**src/rtl/apb_register_slave_pkg.sv**
```systemverilog
// Shared types and constants for the APB register completer.
package apb_register_slave_pkg;

  localparam int unsigned APB_WORD_SHIFT = 2;
  localparam int unsigned APB_WAIT_W     = 4;

  typedef enum logic [1:0] {IDLE, ACCESS, DONE} apb_slave_state_t;
  typedef enum logic {APB_OKAY, APB_ERROR} apb_error_t;
  typedef enum logic {APB_READ, APB_WRITE} apb_direction_t;
  typedef enum logic {APB_SETUP_PHASE, APB_ACCESS_PHASE} apb_enable_t;
  typedef enum logic {APB_WAIT, APB_READY} apb_ready_t;
  typedef enum logic {APB_NOT_SELECTED, APB_SELECTED} apb_select_t;

  // Transfer attributes captured in the setup phase.
  typedef struct packed {
    apb_direction_t dir;
    logic           priv;
  } apb_ctrl_t;

endpackage

```
**src/rtl/apb_wait_counter.sv**
```systemverilog
// Wait-state counter: cleared by load, advanced by en, flags when WAIT_STATES is reached.
module apb_wait_counter
  import apb_register_slave_pkg::*;
#(
  parameter int unsigned WAIT_STATES = 0
) (
  input  logic clk,
  input  logic rst_n,
  input  logic load,
  input  logic en,
  output logic expired
);

  logic [APB_WAIT_W-1:0] count_q;

  always_ff @(posedge clk) begin
    if (!rst_n) begin
      count_q <= '0;
    end else if (load) begin
      count_q <= '0;
    end else if (en) begin
      count_q <= count_q + APB_WAIT_W'(1);
    end
  end

  assign expired = (count_q == APB_WAIT_W'(WAIT_STATES));

endmodule

```
**src/rtl/apb_register_slave.sv**
```systemverilog
// APB completer with DEPTH registers, programmable wait states, byte strobes and error response.
module apb_register_slave
  import apb_register_slave_pkg::*;
#(
  parameter int unsigned N           = 32,
  parameter int unsigned A           = 32,
  parameter int unsigned DEPTH       = 16,
  parameter int unsigned WAIT_STATES = 0,
  parameter logic [N-1:0] ID_VALUE   = N'(32'hA9B0_0001)
) (
  input  logic                 PCLK,
  input  logic                 PRESETn,
  input  logic                 PSEL,
  input  logic                 PENABLE,
  input  logic                 PWRITE,
  input  logic [A-1:0]         PADDR,
  input  logic [2:0]           PPROT,
  input  logic [N-1:0]         PWDATA,
  input  logic [N/8-1:0]       PSTRB,
  output logic                 PREADY,
  output logic [N-1:0]         PRDATA,
  output logic                 PSLVERR,
  output logic [DEPTH*N-1:0]   reg_q
);

  localparam int unsigned STRB_W = N / 8;
  localparam int unsigned IDX_W  = $clog2(DEPTH);
  localparam int unsigned WORD_W = A - APB_WORD_SHIFT;

  apb_slave_state_t  state_q, state_d;
  logic [A-1:0]      addr_q;
  logic [N-1:0]      wdata_q;
  logic [STRB_W-1:0] strb_q;
  apb_ctrl_t         ctrl_q;
  logic              latch, cnt_load, cnt_en, cnt_expired;
  apb_error_t        err;
  logic              do_write;
  logic [WORD_W-1:0] word;
  logic [IDX_W-1:0]  idx;
  logic [N-1:0]      regs [DEPTH];
  logic              pready_q, pslverr_q;
  logic [N-1:0]      prdata_q;
  logic              unused_prot;

  assign unused_prot = ^PPROT[2:1];

  apb_wait_counter #(.WAIT_STATES(WAIT_STATES)) u_wait (
    .clk     (PCLK),
    .rst_n   (PRESETn),
    .load    (cnt_load),
    .en      (cnt_en),
    .expired (cnt_expired)
  );

  always_ff @(posedge PCLK) begin
    if (!PRESETn) begin
      state_q <= IDLE;
    end else begin
      state_q <= state_d;
    end
  end

  // Next state; a setup phase in DONE chains straight into the next transfer.
  always_comb begin
    state_d  = state_q;
    latch    = 1'b0;
    cnt_load = 1'b0;
    cnt_en   = 1'b0;
    case (state_q)
      IDLE: begin
        if (PSEL && !PENABLE) begin
          state_d  = ACCESS;
          latch    = 1'b1;
          cnt_load = 1'b1;
        end
      end
      ACCESS: begin
        if (!PSEL) begin
          state_d = IDLE;
        end else if (cnt_expired) begin
          state_d = DONE;
        end else begin
          cnt_en = 1'b1;
        end
      end
      DONE: begin
        if (PSEL && !PENABLE) begin
          state_d  = ACCESS;
          latch    = 1'b1;
          cnt_load = 1'b1;
        end else begin
          state_d = IDLE;
        end
      end
      default: state_d = IDLE;
    endcase
  end

  always_ff @(posedge PCLK) begin
    if (!PRESETn) begin
      addr_q  <= '0;
      wdata_q <= '0;
      strb_q  <= '0;
      ctrl_q  <= '{dir: APB_READ, priv: 1'b0};
    end else if (latch) begin
      addr_q  <= PADDR;
      wdata_q <= PWDATA;
      strb_q  <= PSTRB;
      ctrl_q  <= '{dir: apb_direction_t'(PWRITE), priv: PPROT[0]};
    end
  end

  // Range check uses every address bit so high addresses never alias onto low registers.
  assign word = addr_q[A-1:APB_WORD_SHIFT];
  assign idx  = addr_q[IDX_W+APB_WORD_SHIFT-1:APB_WORD_SHIFT];

  always_comb begin
    err = APB_OKAY;
    if ((addr_q[APB_WORD_SHIFT-1:0] != '0) ||
        (word >= WORD_W'(DEPTH)) ||
        ((ctrl_q.dir == APB_WRITE) && ((word == '0) || !ctrl_q.priv))) begin
      err = APB_ERROR;
    end
  end

  assign do_write = (state_q == DONE) && (ctrl_q.dir == APB_WRITE) && (err == APB_OKAY);

  always_ff @(posedge PCLK) begin
    if (!PRESETn) begin
      pready_q  <= 1'b0;
      pslverr_q <= 1'b0;
      prdata_q  <= '0;
    end else begin
      pready_q  <= (state_d == DONE);
      pslverr_q <= (state_d == DONE) && (err == APB_ERROR);
      prdata_q  <= ((state_d == DONE) && (ctrl_q.dir == APB_READ) && (err == APB_OKAY))
                   ? regs[idx] : '0;
    end
  end

  always_ff @(posedge PCLK) begin
    if (!PRESETn) begin
      regs[0] <= ID_VALUE;
      for (int i = 1; i < DEPTH; i++) begin
        regs[i] <= '0;
      end
    end else if (do_write) begin
      for (int k = 0; k < STRB_W; k++) begin
        if (strb_q[k]) begin
          regs[idx][k*8 +: 8] <= wdata_q[k*8 +: 8];
        end
      end
    end
  end

  for (genvar g = 0; g < DEPTH; g++) begin : g_flat
    assign reg_q[g*N +: N] = regs[g];
  end

  assign PREADY  = pready_q;
  assign PSLVERR = pslverr_q;
  assign PRDATA  = prdata_q;

endmodule

```
**config.mk**
```make
export PLATFORM = sky130hd
export DESIGN_NAME = apb_register_slave
export DESIGN_NICKNAME = d
export VERILOG_FILES = /design/src/rtl/apb_register_slave_pkg.sv /design/src/rtl/apb_wait_counter.sv /design/src/rtl/apb_register_slave.sv
export SDC_FILE = /design/constraint.sdc
export NUM_CORES = 1
export LEC_CHECK = 0
export ABC_AREA = 1
export CORE_MARGIN = 5
export CORE_UTILIZATION = 35
export CTS_BUF_LIST = sky130_fd_sc_hd__clkbuf_8 sky130_fd_sc_hd__clkbuf_16
export DETAILED_ROUTE_END_ITERATION = 7
export GPL_TIMING_DRIVEN = 0
export MAX_ROUTING_LAYER = met4
export SYNTH_ARGS = -nofsm -noshare
export SYNTH_HDL_FRONTEND = slang
export SYNTH_SLANG_ARGS = --single-unit
export TNS_END_PERCENT = 10
```
**constraint.sdc**
```tcl
create_clock -name PCLK -period 5.9 [get_ports PCLK]
set_input_delay 1.18 -clock PCLK [delete_from_list [all_inputs] [get_ports PCLK]]
set_output_delay 1.18 -clock PCLK [all_outputs]
set_load 0.01 [all_outputs]
```
==> impl_metrics.tcl <==
set metrics [dict create \
    path_clk_slew_ps 60 \
    timing.critical_path.max_delay_family "buffers and inverters" \
    yosysUniqueCellTypes 31 \
    grt-ovfl-total 0 \
    routedWlPerCell_um 34.7 \
    placedCellCount 4057 \
    yosys_most_used_dff "sky130_fd_sc_hd__edfxtp_1" \
    worst_ir_drop_vdd_v 0.000194 \
    cts_post_setup_buffers_inserted 0 \
    ys.warnings.count 0 \
    synth_seq_area_share_pct 64.4 \
    slew_violations 11 \
    final.min_clock_period_ps 4020 \
    path_max_fanout 10 \
    initial_cell_density_of_the_core_pct 35.3 \
    grt_pass1_vias 23900 \
    place_congestion 0.980 \
    final_wl_mm 146 \
    synth_async_sr_flop_share_pct 0 \
    timing.hold.worst.class "reg -> reg" \
    required_ps 6050 \
    tritoncts_clock_tree "done" \
    syn-instance-count 2357 \
    drt_first_iter_violations 3429 \
    postSynthAreaPerCell_um2 11.6 \
    ios 622 \
    numCtsBuffers 70 \
    routed-via-count 24400 \
    htree_num_levels 3 \
    synth_top_area_share_pct 56.3 \
    setup_viol 0 \
    layoutNonFillerInstCount 4194 \
    fraction_of_final_layout_cells_with_drive_strength_greater_than_1_pct 12.7 \
    dr.pass1.iters 6 \
    post-route-drc-count 0 \
    unrepaired_setup_endpoints_after_global_routing "no" \
    die_footprint_um2 83700 \
    synth_top_area_cell "sky130_fd_sc_hd__edfxtp_1" \
    detailedPlace.worstSlack_ps 1420 \
    report.final.hold_viol_count 0 \
    post_synth_most_frequent_cells "512 x sky130_fd_sc_hd__edfxtp_1, 355 x sky130_fd_sc_hd__nand2_1, 280 x sky130_fd_sc_hd__nor3_1" \
    worst_slew_pin_slew_ps 1560 \
    cp.arrival_ps 4180 \
    cts_hold_repair.buffers 0 \
    synth.most_common_cell "sky130_fd_sc_hd__edfxtp_1" \
    worstSetupPathType "in -> reg" \
    layout-area-overhead-vs-synth_pct 36.7 \
    viasPerCell 5.83 \
    cp_slowest_stage_delay_ps 780 \
    place.detailed.hpwl_mm 114 \
    clock_insertion_delay_worst_skew_ps 640 \
    outcome "finished, violations left" \
    grt_antenna_before_repair 8 \
    leakage_uw 0.0127 \
    final_design_area_no_fill_um2 37300 \
    count_of_state_elements_after_synthesis 622 \
    floorplan.die.height_um 289 \
    ordered_cell_list_for_the_critical_path "clkdlybuf4s50_1 > buf_2 > clkbuf_1 > clkbuf_1 > o21ai_0" \
    hold_slack_ps 446 \
    critPathMostFrequentCell "sky130_fd_sc_hd__clkbuf_1" \
    synth-edff-count 512 \
    violations "capacitance limit, slew limit" \
    cts_sinks 622 \
    num_rows 102 \
    grt_use_total_pct 34.4 \
    worst_clock_skew_ps 29.5 \
    crit_slowest_cell "sky130_fd_sc_hd__o21ai_0" \
    port_buffers 619 \
    slew_headroom_pct -4.01 \
    setup.worst_path.end_class "flip-flop" \
    fin_ws_ps 1880 \
    die_x_um 289 \
    dpl-instance-area_um2 35000 \
    grt_max_degree 14 \
    ant_nets 0 \
    num-nets-final 3169 \
    n_fill_cell 7162 \
    grt_first_pass_wirelength_mm 192 \
    ctsResizeCount 0 \
    synth.cell_area_um2 27300 \
    maximum_achievable_frequency_ghz 0.249 \
    cts-root-buf "sky130_fd_sc_hd__clkbuf_16" \
    area_inside_the_core_boundary_um2 77300 \
    max_cap_viol_count 1 \
    power-per-cell-area_nw_per_um2 290 \
    clockBufferDepth 3 \
    setup-tns-final_ps 0 \
    layout_worst_path_cycle_share_pct 68.2 \
    yosys-top-cells-area "sky130_fd_sc_hd__edfxtp_1 56%, sky130_fd_sc_hd__dfxtp_1 8.1%, sky130_fd_sc_hd__nor3_2 7.3%" \
    critPathLaunchType "input port" \
    crit_buf_inv 4 \
]
==> cell type report <==
cell class / instances / area (µm²) / share of cell area, %
Clock inverter: 45 / 292 / 0.781
Antenna cell: 5 / 12.5 / 0.0335
Tap cell: 1040 / 1300 / 3.49
Sequential cell: 622 / 17600 / 47.1
Timing Repair Buffer: 632 / 6290 / 16.9
Buffer: 235 / 1110 / 2.99
Multi-Input combinational cell: 1441 / 8380 / 22.5
Inverter: 89 / 334 / 0.895
Clock buffer: 85 / 2000 / 5.37
==> layout by cell type, fill, tap and decap left out, types with 30 or more instances in the layout <==
cell	synthesis	layout
sky130_fd_sc_hd__nor3_2	200	200
sky130_fd_sc_hd__dfxtp_1	110	110
sky130_fd_sc_hd__clkdlybuf4s50_1	0	619
sky130_fd_sc_hd__o21ai_0	130	100
sky130_fd_sc_hd__clkbuf_1	162	159
sky130_fd_sc_hd__a21oi_1	72	72
sky130_fd_sc_hd__inv_1	85	110
sky130_fd_sc_hd__nor2_1	89	89
sky130_fd_sc_hd__nor3_1	280	280
sky130_fd_sc_hd__conb_1	2	32
sky130_fd_sc_hd__clkbuf_16	0	74
sky130_fd_sc_hd__o21ai_1	0	30
sky130_fd_sc_hd__buf_2	33	34
sky130_fd_sc_hd__nand2_1	355	355
sky130_fd_sc_hd__a22oi_1	256	256
sky130_fd_sc_hd__edfxtp_1	512	512
==> cell families (layout without fill, tap and decap cells) <==
| kind of cell | after synthesis | in the layout | share of synthesized area (%) |
|---|---|---|---|
| AND/OR/NAND/NOR | 945 | 945 | 19.3 |
| flip-flops | 622 | 622 | 64.4 |
| AO/OA/AOI/OAI | 461 | 461 | 10.8 |
| buffers and inverters | 324 | 1086 | 5.30 |
| adder cells (fa/ha/maj) | 2 | 2 | 0.0917 |
| other | 2 | 37 | 0.0275 |
| XOR/XNOR | 1 | 1 | 0.0321 |
==> metrics by stage <==
stage | util [%] | total power [µW]
global route | 48.2 | 11100
detailed placement | 45.2 | 6480
CTS | 48.2 | 10800
floorplan | - | 5620
finish | 48.2 | 10800
global placement | 45.1 | 6460
==> metal layers <==
layer / track usage [%] / share of wire, % / wire length, µm / vias up
met5: - / 0 / 0 / -
met4: 18.2 / 6.5 / 9510 / 0
met3: 9.80 / 11 / 16700 / 384
met2: 54.4 / 47 / 68200 / 1775
met1: 40.0 / 35 / 51300 / 12200
li1: - / - / - / 10100
==> report_power, final <==
group          leakage [µW]  switching (µW)  internal, µW
clock network       0.00123            1850          2540
registers           0.00616             155          4910
logic               0.00526             932           428
total                0.0127            2930          7880
==> final timing paths <==
check / from / endpoint / depth (start not counted) / slack (ps)
hold reg to reg: addr_q[13] / addr_q[13] / 2 / 450
setup reg to reg: addr_q[2] / PRDATA[28] / 9 / 2430
hold / removal: addr_q[13] / addr_q[13] / 2 / 450
setup / recovery: PRESETn / regs[1][4] / 5 / 1880
==> state kept, by name (all words and copies together), names as in the netlist <==
name	cells
PRDATA	32
PREADY	1
PSLVERR	1
addr_q	32
ctrl_q	2
regs	512
state_q	2
strb_q	4
u_wait.count_q	4
wdata_q	32
==> tightest hold or removal path: stages (launching register included) <==
cell and delay [ps]:
sky130_fd_sc_hd__dfxtp_1 310, sky130_fd_sc_hd__inv_1 50, sky130_fd_sc_hd__a21oi_1 50
Power figures use the tool's default switching activity.
